## config.mk

```make
export PLATFORM = sky130hd
export DESIGN_NAME = decode_stage_flat
export DESIGN_NICKNAME = d
export VERILOG_FILES = /design/src/rtl/constants_pkg.sv /design/src/rtl/instruction_pkg.sv /design/src/rtl/decode_stage_if.sv /design/src/rtl/register_file.sv /design/src/rtl/decode_stage.sv /design/src/flat_wrapper.sv
export SDC_FILE = /design/constraint.sdc
export NUM_CORES = 2
export LEC_CHECK = 0
export BUFFER_PORTS_ARGS = -buffer_cell sky130_fd_sc_hd__buf_2
export CORE_MARGIN = 10
export CORE_UTILIZATION = 56
export CTS_CLUSTER_DIAMETER = 200
export DETAILED_ROUTE_END_ITERATION = 10
export PLACE_DENSITY = 0.8
export RECOVER_POWER = 25
export SYNTH_ARGS = -nofsm -noshare
export SYNTH_HDL_FRONTEND = slang
export SYNTH_SLANG_ARGS = --single-unit
```

## constraint.sdc

```tcl
create_clock -name clk -period 1.87 [get_ports clk]
set_input_delay 0.0935 -clock clk [delete_from_list [all_inputs] [get_ports clk]]
set_output_delay 0.0935 -clock clk [all_outputs]
set_load 0.02 [all_outputs]
```

## src/rtl/constants_pkg.sv

```systemverilog
// Core-wide sizing constants shared by the RV32I pipeline stages.
package constants_pkg;

    localparam int ARCH_LEN     = 32;
    localparam int NUM_REGS     = 32;
    localparam int REG_ADDR_LEN = 5;

endpackage : constants_pkg

```

## src/rtl/instruction_pkg.sv

```systemverilog
// Instruction encodings, the decoded-instruction record handed to execute,
// and the immediate/operand helpers used by the decode stage.
package instruction_pkg;

    import constants_pkg::*;

    typedef enum logic [6:0] {
        OP_R      = 7'b0110011,
        OP_I_ALU  = 7'b0010011,
        OP_LOAD   = 7'b0000011,
        OP_STORE  = 7'b0100011,
        OP_BRANCH = 7'b1100011,
        OP_LUI    = 7'b0110111,
        OP_AUIPC  = 7'b0010111,
        OP_JAL    = 7'b1101111,
        OP_JALR   = 7'b1100111
    } opcode_e;

    typedef enum logic [2:0] {
        IMM_I,
        IMM_S,
        IMM_B,
        IMM_U,
        IMM_J,
        IMM_NONE
    } imm_fmt_e;

    // opcode is kept as raw bits so illegal encodings still reach execute intact
    typedef struct packed {
        logic                    valid;
        logic [ARCH_LEN-1:0]     pc;
        logic [6:0]              opcode;
        logic [REG_ADDR_LEN-1:0] rd;
        logic [REG_ADDR_LEN-1:0] rs1;
        logic [REG_ADDR_LEN-1:0] rs2;
        logic [2:0]              func3;
        logic [6:0]              func7;
        logic [ARCH_LEN-1:0]     src_data_1;
        logic [ARCH_LEN-1:0]     src_data_2;
        logic [ARCH_LEN-1:0]     immediate;
        logic                    is_i;
        logic                    we_rd;
        logic                    illegal;
    } inst_decoded_t;

    function automatic logic [ARCH_LEN-1:0] build_imm(input logic [31:0] inst,
                                                      input imm_fmt_e fmt);
        logic [ARCH_LEN-1:0] imm;
        case (fmt)
            IMM_I:   imm = {{20{inst[31]}}, inst[31:20]};
            IMM_S:   imm = {{20{inst[31]}}, inst[31:25], inst[11:7]};
            IMM_B:   imm = {{19{inst[31]}}, inst[31], inst[7], inst[30:25], inst[11:8], 1'b0};
            IMM_U:   imm = {inst[31:12], 12'b0};
            IMM_J:   imm = {{11{inst[31]}}, inst[31], inst[19:12], inst[20], inst[30:21], 1'b0};
            default: imm = '0;
        endcase
        return imm;
    endfunction

    // x0 beats the bypass so a writeback aimed at x0 can never leak through
    function automatic logic [ARCH_LEN-1:0] read_operand(
        input logic [REG_ADDR_LEN-1:0] rs,
        input logic                    wb_en,
        input logic [REG_ADDR_LEN-1:0] wb_addr,
        input logic [ARCH_LEN-1:0]     wb_data,
        input logic [ARCH_LEN-1:0]     rf_data);
        if (rs == '0)
            return '0;
        else if (wb_en && (wb_addr == rs))
            return wb_data;
        else
            return rf_data;
    endfunction

endpackage : instruction_pkg

```

## src/rtl/decode_stage_if.sv

```systemverilog
// Fetch/writeback-facing bus of the decode stage plus its decoded output.
interface decode_stage_if;

    import constants_pkg::*;
    import instruction_pkg::*;

    logic [31:0]             inst_in;
    logic [ARCH_LEN-1:0]     pc_in;
    logic                    valid_in;
    logic                    stall;
    logic                    flush;
    logic                    wb_en;
    logic [REG_ADDR_LEN-1:0] wb_addr;
    logic [ARCH_LEN-1:0]     wb_data;
    logic                    ready_out;
    inst_decoded_t           inst_dec_out;

    modport master (
        output inst_in, pc_in, valid_in, stall, flush, wb_en, wb_addr, wb_data,
        input  ready_out, inst_dec_out
    );

    modport slave (
        input  inst_in, pc_in, valid_in, stall, flush, wb_en, wb_addr, wb_data,
        output ready_out, inst_dec_out
    );

endinterface : decode_stage_if

```

## src/rtl/register_file.sv

```systemverilog
// Integer register file: two combinational reads, one synchronous write,
// x0 hardwired to zero.
module register_file
    import constants_pkg::*;
(
    input  logic                    clk,
    input  logic                    rst,
    input  logic [REG_ADDR_LEN-1:0] rs1_addr,
    input  logic [REG_ADDR_LEN-1:0] rs2_addr,
    output logic [ARCH_LEN-1:0]     rs1_data,
    output logic [ARCH_LEN-1:0]     rs2_data,
    input  logic                    we,
    input  logic [REG_ADDR_LEN-1:0] wr_addr,
    input  logic [ARCH_LEN-1:0]     wr_data
);

    logic [ARCH_LEN-1:0] regs [NUM_REGS];

    // NOTE: the array is reset explicitly because architectural state must read
    // zero after reset; this forces flops rather than a RAM macro.
    // NOTE: sequential state uses non-blocking assignments so every register
    // samples pre-edge values regardless of process ordering.
    always_ff @(posedge clk or negedge rst) begin
        if (!rst) begin
            for (int i = 0; i < NUM_REGS; i++)
                regs[i] <= '0;
        end else if (we && (wr_addr != '0)) begin
            regs[wr_addr] <= wr_data;
        end
    end

    assign rs1_data = (rs1_addr == '0) ? '0 : regs[rs1_addr];
    assign rs2_data = (rs2_addr == '0) ? '0 : regs[rs2_addr];

endmodule : register_file

```

## src/rtl/decode_stage.sv

```systemverilog
// RV32I decode stage: field/immediate decode, operand read with writeback
// bypass, and the decode->execute pipeline register with stall/flush.
module decode_stage
    import constants_pkg::*;
    import instruction_pkg::*;
(
    input logic           clk,
    input logic           rst,
    decode_stage_if.slave bus
);

    logic [ARCH_LEN-1:0] rf_rs1_data;
    logic [ARCH_LEN-1:0] rf_rs2_data;
    inst_decoded_t       dec;
    inst_decoded_t       out_q;
    imm_fmt_e            imm_fmt;
    logic                writes_rd;

    register_file u_register_file (
        .clk      (clk),
        .rst      (rst),
        .rs1_addr (bus.inst_in[19:15]),
        .rs2_addr (bus.inst_in[24:20]),
        .rs1_data (rf_rs1_data),
        .rs2_data (rf_rs2_data),
        .we       (bus.wb_en),
        .wr_addr  (bus.wb_addr),
        .wr_data  (bus.wb_data)
    );

    // NOTE: every variable written here gets a default first, so no path
    // through the case can leave one unassigned and infer a latch.
    always_comb begin
        dec       = '0;
        imm_fmt   = IMM_NONE;
        writes_rd = 1'b0;

        dec.valid  = bus.valid_in;
        dec.pc     = bus.pc_in;
        dec.opcode = bus.inst_in[6:0];
        dec.rd     = bus.inst_in[11:7];
        dec.func3  = bus.inst_in[14:12];
        dec.rs1    = bus.inst_in[19:15];
        dec.rs2    = bus.inst_in[24:20];
        dec.func7  = bus.inst_in[31:25];

        case (bus.inst_in[6:0])
            OP_R:      writes_rd = 1'b1;
            OP_I_ALU:  begin writes_rd = 1'b1; dec.is_i = 1'b1; imm_fmt = IMM_I; end
            OP_LOAD:   begin writes_rd = 1'b1; dec.is_i = 1'b1; imm_fmt = IMM_I; end
            OP_JALR:   begin writes_rd = 1'b1; dec.is_i = 1'b1; imm_fmt = IMM_I; end
            OP_STORE:  imm_fmt = IMM_S;
            OP_BRANCH: imm_fmt = IMM_B;
            OP_LUI:    begin writes_rd = 1'b1; imm_fmt = IMM_U; end
            OP_AUIPC:  begin writes_rd = 1'b1; imm_fmt = IMM_U; end
            OP_JAL:    begin writes_rd = 1'b1; imm_fmt = IMM_J; end
            default:   dec.illegal = 1'b1;
        endcase

        // bubbles must never claim a destination, whatever bits they carry
        dec.we_rd      = writes_rd && (dec.rd != '0) && bus.valid_in;
        dec.immediate  = build_imm(bus.inst_in, imm_fmt);
        dec.src_data_1 = read_operand(dec.rs1, bus.wb_en, bus.wb_addr, bus.wb_data, rf_rs1_data);
        dec.src_data_2 = read_operand(dec.rs2, bus.wb_en, bus.wb_addr, bus.wb_data, rf_rs2_data);
    end

    always_ff @(posedge clk or negedge rst) begin
        if (!rst) begin
            out_q <= '0;
        end else if (bus.flush) begin
            out_q.valid <= 1'b0;
            out_q.we_rd <= 1'b0;
        end else if (bus.stall) begin
            // keep held operands coherent with writebacks that land during the stall
            if (bus.wb_en && (bus.wb_addr != '0) && (bus.wb_addr == out_q.rs1))
                out_q.src_data_1 <= bus.wb_data;
            if (bus.wb_en && (bus.wb_addr != '0) && (bus.wb_addr == out_q.rs2))
                out_q.src_data_2 <= bus.wb_data;
        end else begin
            out_q <= dec;
        end
    end

    assign bus.ready_out    = !bus.stall;
    assign bus.inst_dec_out = out_q;

endmodule : decode_stage

```

## src/flat_wrapper.sv

```systemverilog
// flat-port wrapper written by rule: the top's interface ports become plain ports
module decode_stage_flat import constants_pkg::*; import instruction_pkg::*;
  (clk, rst, bus_inst_in, bus_pc_in, bus_valid_in, bus_stall, bus_flush, bus_wb_en, bus_wb_addr, bus_wb_data, bus_ready_out, bus_inst_dec_out);
  decode_stage_if bus_i ();
  input logic clk;
  input logic rst;
  input wire logic [$bits(bus_i.inst_in)-1:0] bus_inst_in;
  input wire logic [$bits(bus_i.pc_in)-1:0] bus_pc_in;
  input wire logic [$bits(bus_i.valid_in)-1:0] bus_valid_in;
  input wire logic [$bits(bus_i.stall)-1:0] bus_stall;
  input wire logic [$bits(bus_i.flush)-1:0] bus_flush;
  input wire logic [$bits(bus_i.wb_en)-1:0] bus_wb_en;
  input wire logic [$bits(bus_i.wb_addr)-1:0] bus_wb_addr;
  input wire logic [$bits(bus_i.wb_data)-1:0] bus_wb_data;
  output wire logic [$bits(bus_i.ready_out)-1:0] bus_ready_out;
  output wire logic [$bits(bus_i.inst_dec_out)-1:0] bus_inst_dec_out;
  assign bus_i.inst_in = bus_inst_in;
  assign bus_i.pc_in = bus_pc_in;
  assign bus_i.valid_in = bus_valid_in;
  assign bus_i.stall = bus_stall;
  assign bus_i.flush = bus_flush;
  assign bus_i.wb_en = bus_wb_en;
  assign bus_i.wb_addr = bus_wb_addr;
  assign bus_i.wb_data = bus_wb_data;
  assign bus_ready_out = bus_i.ready_out;
  assign bus_inst_dec_out = bus_i.inst_dec_out;
  decode_stage u_core (.clk(clk), .rst(rst), .bus(bus_i));
endmodule
```

After elaboration in Yosys (flattened, before gate mapping):

Index checks and enable logic that the tools add are counted.

* equality and inequality tests: 20
* reduce and logical (&&, ||, !) cells: 21
* shift operators: 0
* divide/modulo/power cells: 0
* add/subtract/negate cells: 0
* multiplexer cells: 25
* order comparisons: 4
* multipliers: 0
* bitwise operators: 5

Operator list (number)
* bitwise mux 1024 bit: 1
* 2-to-1 mux 32 bit: 11
* binary-select mux 32 bit (select 5 bit): 2
* demux 32 bit (select 5 bit): 1
* one-hot mux 32 bit (5 select lines): 1
* 2-to-1 mux 65 bit: 1
* 2-to-1 mux 64 bit: 1
* equality test 7 x 6 -> 1 bit (second input constant): 3
* equality test 7 bit (second input constant): 3
* equality test 5 bit: 4
* >= comparator 6 bit (second input constant): 3
* inverter 5 -> 6 bit: 3
* one-hot mux 3 bit (5 select lines): 1
* equality test 7 x 5 -> 1 bit (second input constant): 2
* zero test 5 bit: 2
* nonzero test 5 bit: 2
* OR reduction 9 bit: 1
* logical AND 1 bit: 8
* equality test 7 x 2 -> 1 bit (second input constant): 1
* OR reduction 7 bit: 1
* equality test 3 x 2 -> 1 bit (second input constant): 2
* < comparator 6 x 1 -> 1 bit (second input constant): 1
* != test 2 x 1 -> 1 bit (second input constant): 3
* AND reduction 2 bit: 3
* other kinds (9): 14

* word-level logic and storage cells: 121
* bits in registers: 1188
* memories: 0
* bits in latches: 0
* bits in writable memories: 0
* ROM bits: 0

Logic depth before layout (Yosys ltp):

* depth in word-level cells: 7
* mapped depth: 11
* gate-level depth less buffers: 6

Cells and area by module:

Synthesis repeated with hierarchy kept, for this count alone.

* cells, all modules: 4687
* area total of the unflattened synthesis: 63145.6 sq um

Modules (own cells, without submodules)
* register_file: cells each 3770, instances 1, sequential area each 25624.6 sq um, area each 54523.5 sq um
* decode_stage: cells each 917, instances 1, sequential area each 4103.9 sq um, area each 8622.0 sq um

Worst setup path after synthesis:

Ideal clock, no wire load.

* path type: input to register
* start point: input bus_inst_in[17]
* end point: register u_core.out_q (netlist bit u_core.bus.inst_dec_out[84])
* required time: 1743 ps
* slack: -492 ps
* path buffers: 3
* stages on the path: 8
* arrival: 2235 ps
* cells stage by stage: buf_2 > clkbuf_1 > clkbuf_1 > mux4_2 > mux4_2 > mux2_2 > a222oi_1 > inv_1

* longest elaborated chain between the ends: 7

Ends and longest elaborated chain
* from (decl): RTL line flat_wrapper.sv:7 `input wire logic [$bits(bus_i.inst_in)-1:0] bus_inst_in;`
* inverter 5 -> 6 bit (not written as such): RTL line register_file.sv:32 `assign rs1_data = (rs1_addr == '0) ? '0 : regs[rs1_addr];`
* binary-select mux 32 bit (select 5 bit): RTL line register_file.sv:32
* 2-to-1 mux 32 bit (not written as such) (2 in series): RTL line register_file.sv:32
* 2-to-1 mux 32 bit: RTL line instruction_pkg.sv:69 `else if (wb_en && (wb_addr == rs))`
* 2-to-1 mux 32 bit (*): RTL line instruction_pkg.sv:67 `if (rs == '0)`
* 2-to-1 mux 64 bit (*): RTL line decode_stage.sv:73 `end else if (bus.stall) begin`
* to (decl): RTL line decode_stage.sv:15 `inst_decoded_t out_q;`

Every way passes the cells marked *; elsewhere a longest branch is shown, timed or not. The select of a mux whose other input is x is not followed.
A chain may end at the register's enable or synchronous reset.

Final worst setup path:

* start point: register u_core.u_register_file.regs[337] (netlist name)
* end point: register u_core.out_q (netlist bit u_core.bus.inst_dec_out[84])

* longest elaborated chain between the ends: 6

Ends and longest elaborated chain
* from (decl): RTL line register_file.sv:17 `logic [ARCH_LEN-1:0] regs [NUM_REGS];`
* from (signal, indexed assignment): RTL line register_file.sv:28 `regs[wr_addr] <= wr_data;`
* binary-select mux 32 bit (select 5 bit): RTL line register_file.sv:32
* 2-to-1 mux 32 bit (not written as such) (2 in series): RTL line register_file.sv:32
* 2-to-1 mux 32 bit: RTL line instruction_pkg.sv:69
* 2-to-1 mux 32 bit: RTL line instruction_pkg.sv:67
* 2-to-1 mux 64 bit: RTL line decode_stage.sv:73

Every way passes these cells. The select of a mux whose other input is x is not followed.

==> run_results.csv <==
group,metric,value,unit
pwr,switching_share,0.2830,
timing,slew_headroom,0.1260,
die,core_area,109000,µm²
timing,fin_crit,2.179,ns
worst_setup_path,crit_fanout,2,
worst_setup_path,cp_top_family,"multiplexers",
route,vias,47410,
pwr,power.switching,22.59,mW
grt,grt_overflow_total,0,
timing,slew_viol_final,0,
route,drt-total-wl,220700,µm
placed_design,place_hpwl,139300,µm
grt,grt_pass1_wl,323500,µm
clock_tree,cts_buffers,118,
layout,fin_util,0.7038,
clock_tree,worstSkewPairLatency,0.75,ns
pwr,power_leakage,35.07,nW
worst_setup_path,slowest_stage,"mux4_2",
die,initial_core_util,0.5645,
clock_tree,cts_tree,"yes",
pwr,pwr-share-clk,0.336,
synth,synth_edf_count,0,
synth,ys.flop_type,"dfrtp_1",
worst_setup_path,r2r_slack,-0.31,ns
layout,syn_to_final_growth,24.68,%
clock_tree,clock-root-buffer,"clkbuf_16",
layout,stdcell_count,6748,
synth,ys_ff_latch,1188,
synth,synthesis.instances,4415,
worst_setup_path,start_kind,"register",
grt,grtUsageTotal,0.3509,
timing,setup_slack,-0.3089,ns
pwr,combPwrFrac,0.236,
timing,rsz0062_at_grt,"true",
clock_tree,cts_buffer_depth,3,
clock_tree,cts_max_level,3,
worst_setup_path,crit_required,2.48,ns
timing,finClkSkew,0.02964,ns
synth,syn-cell-area,61530,µm²
layout,final_nets,5323,
clock_tree,clkTransAtPathRegs,0.07,ns
synth,yosysSeqAreaShare,0.4831,
timing,tightest_slew,1.311,ns
timing,post-route-period-util,1.165,
timing,max_freq,459.0,MHz
synth,syn_nets,4522,
pwr,p_seq_frac,0.429,
outcome,violations,"design-rule violations, negative setup slack",
route,first_pass_iters,8,
route,wire_per_inst,32.71,µm
synth,synth-warning-count,0,
layout,drive_gt1_frac,0.5426,
synth,synth_top_area_cell,"dfrtp_1",
route,antenna_left,0,
grt,first_global_vias,49150,
grt,grt_max_degree,94,
die,ios,272,
grt,antenna_found_initial,16,
synth,yosysTopAreaCellShare,0.4831,
route,drt-vias-per-instance,7.025,
die,rows,121,
outcome,status,"complete, but fails checks",
job,maxCapViolCount,0,
die,fp.dieH,351.5,µm
route,drcViolationCount,1,
synth,async_flop_share,1.000,
die,die_area,123500,µm²
worst_setup_path,crit_type,"register to register",
synth,avgSynthCellArea,13.94,µm²
synth,synthDistinctLibCells,50,
synth,synthTopCellsByArea,"dfrtp_1, mux2_2, mux4_2",
timing,hold_viol,0,
pwr,p_total,79.82,mW
timing,setup_viol,107,
die,die_w,351.5,µm
worst_setup_path,crit_path_frequent_cell,"mux4_2",
pwr,power.internal,57.23,mW
worst_setup_path,crit_chain,"mux4_2 > mux4_2 > mux2_4 > a222oi_1 > inv_1",
placed_design,portBuffers,271,
worst_setup_path,end_kind,"register",
pwr,ir_drop,0.0008148,V
clock_tree,clock_sinks,1188,
worst_setup_path,max_stage_delay,0.48,ns
worst_hold_path,hold_class,"input pin to register",
placed_design,gp_congestion,0.9237,
pwr,power.density,1040,nW/µm²
worst_setup_path,crit_arrival,2.79,ns
worst_setup_path,worst-path-buf-inv,1,
route,drt_iter0_drc,6418,
placed_design,dp_cells,6392,
## cell families (layout without fill, tap and decap cells)
| family | after synthesis | after routing | share of synthesized area |
|---|---|---|---|
| buffers and inverters | 493 | 1399 | 0.03211 |
| xor gates and xnor gates | 20 | 20 | 0.002847 |
| other | 0 | 13 | 0 |
| DFF | 1188 | 1188 | 0.4831 |
| AOI/OAI and AO/OA | 526 | 526 | 0.05736 |
| and+or+nand+nor | 474 | 474 | 0.03457 |
| muxes | 1714 | 1714 | 0.3900 |
## sequential cells by signal, indices dropped and copies added, names as in the netlist
signal / flops
u_core.u_register_file.regs: 1024
u_core.bus.inst_dec_out: 164
## worst register-to-register path: cells and delay by family, from the launching register on
family | cells | cell delay, ns
multiplexers | 3 | 1.24
flip-flops | 1 | 0.41
AO/OA/AOI/OAI | 1 | 0.31
buffers and inverters | 1 | 0.10
## per-layer routing
layer / track usage / part of all wire / up-vias / routed length [µm]
met4: 0.2316 / 0.075 / 8 / 16500
met1: 0.4380 / 0.35 / 24290 / 78010
met5: 0 / 0.00025 / - / 55
met3: 0.1114 / 0.13 / 1026 / 28170
met2: 0.5256 / 0.44 / 3740 / 97990
li1: - / - / 18340 / -
## cell usage after synthesis, types with 51 or more instances
cell      instances
a21oi_1         158
mux2i_1         242
clkbuf_1        326
a22oi_1          89
nor2b_1          51
mux2_2         1028
buf_2            73
dfrtp_1        1188
nor2_1           67
o21ai_0          76
mux4_2          444
buf_1            73
nand2_1         271
## power by group through the flow
stage	Clock, mW	Sequential, mW	Combinational (mW)
floorplan	0	33.5	10.7
global placement	0	34.0	16.9
detailed placement	0	34.2	17.6
CTS	26.9	33.9	18.3
global route	27.9	34.5	19.8
finish	26.8	34.2	18.8
## final timing paths
| path | cells past startpoint | end | startpoint |
|---|---|---|---|
| max | 5 | u_core.bus.inst_dec_out[84]$_DFFE_PN0P_ | u_core.u_register_file.regs[337]$_DFFE_PN0P_ |
| min | 2 | u_core.u_register_file.regs[897]$_DFFE_PN0P_ | bus_wb_data[1] |
| max reg2reg | 5 | u_core.bus.inst_dec_out[84]$_DFFE_PN0P_ | u_core.u_register_file.regs[337]$_DFFE_PN0P_ |
| min reg2reg | 0 | u_core.u_register_file.regs[1004]$_DFFE_PN0P_ | u_core.u_register_file.regs[1004]$_DFFE_PN0P_ |
| max in group asynchronous | 4 | u_core.u_register_file.regs[506]$_DFFE_PN0P_ | rst |
| min in group asynchronous | 3 | u_core.u_register_file.regs[1010]$_DFFE_PN0P_ | rst |
## repair_timing
action                                  4_1_cts  5_1_grt
endpoints found under the hold margin      1425        0
cloned                                        0        1
endpoints found under the setup margin       52       60
setup buffers                                24        9
hold buffers                                 91        0
resized for setup                            75       67
pin swaps                                    47       58
## layout by cell type, fill, tap and decap left out, drive strengths merged, types with 5 or more instances in the layout
master,count
a222oi,9
clkbuf,217
o21ai,76
o31ai,33
nand3,6
nand3b,6
a31oi,21
a21oi,158
nand2b,5
bufinv,21
clkinv,25
nand2,271
xor2,16
dlygate4sd3,91
a32oi,24
inv,18
or2,8
diode,13
mux2,1028
nor2b,51
a211o,23
mux2i,242
a22oi,89
nor2,67
mux4,444
a211oi,23
a22o,9
nor3,9
and3,22
a221o,19
a221oi,30
dfrtp,1188
buf,1025
nor4,13
## final cells by class
cell class / instances / area, µm²
diodes: 13 / 32.53
well taps: 1414 / 1769
flip-flops and latches: 1188 / 29730
clock buffers: 173 / 3542
inverters: 14 / 52.55
repair buffers: 1160 / 10120
fillers: 6655 / 32280
multi-input cells: 2734 / 30630
clock inverters: 52 / 850.8
## stage by stage
| step | hold slack, ns | cell area (µm²) | setup slack, ns | TNS (ns) |
|---|---|---|---|---|
| 6_report | 0.03968 | 76720 | -0.3089 | -7.991 |
| 5_1_grt | 0.03700 | 76700 | -0.3871 | -13.16 |
| 4_1_cts | 0.0002012 | 76490 | -0.3029 | -4.862 |
| 3_5_place_dp | 0.03663 | 70670 | -0.7285 | -76.51 |
| 3_3_place_gp | 0.03060 | 70670 | -0.6415 | -62.08 |
| 2_1_floorplan | -0.2021 | 61800 | -0.2202 | -5.618 |
(Power assumes the default switching activity.)
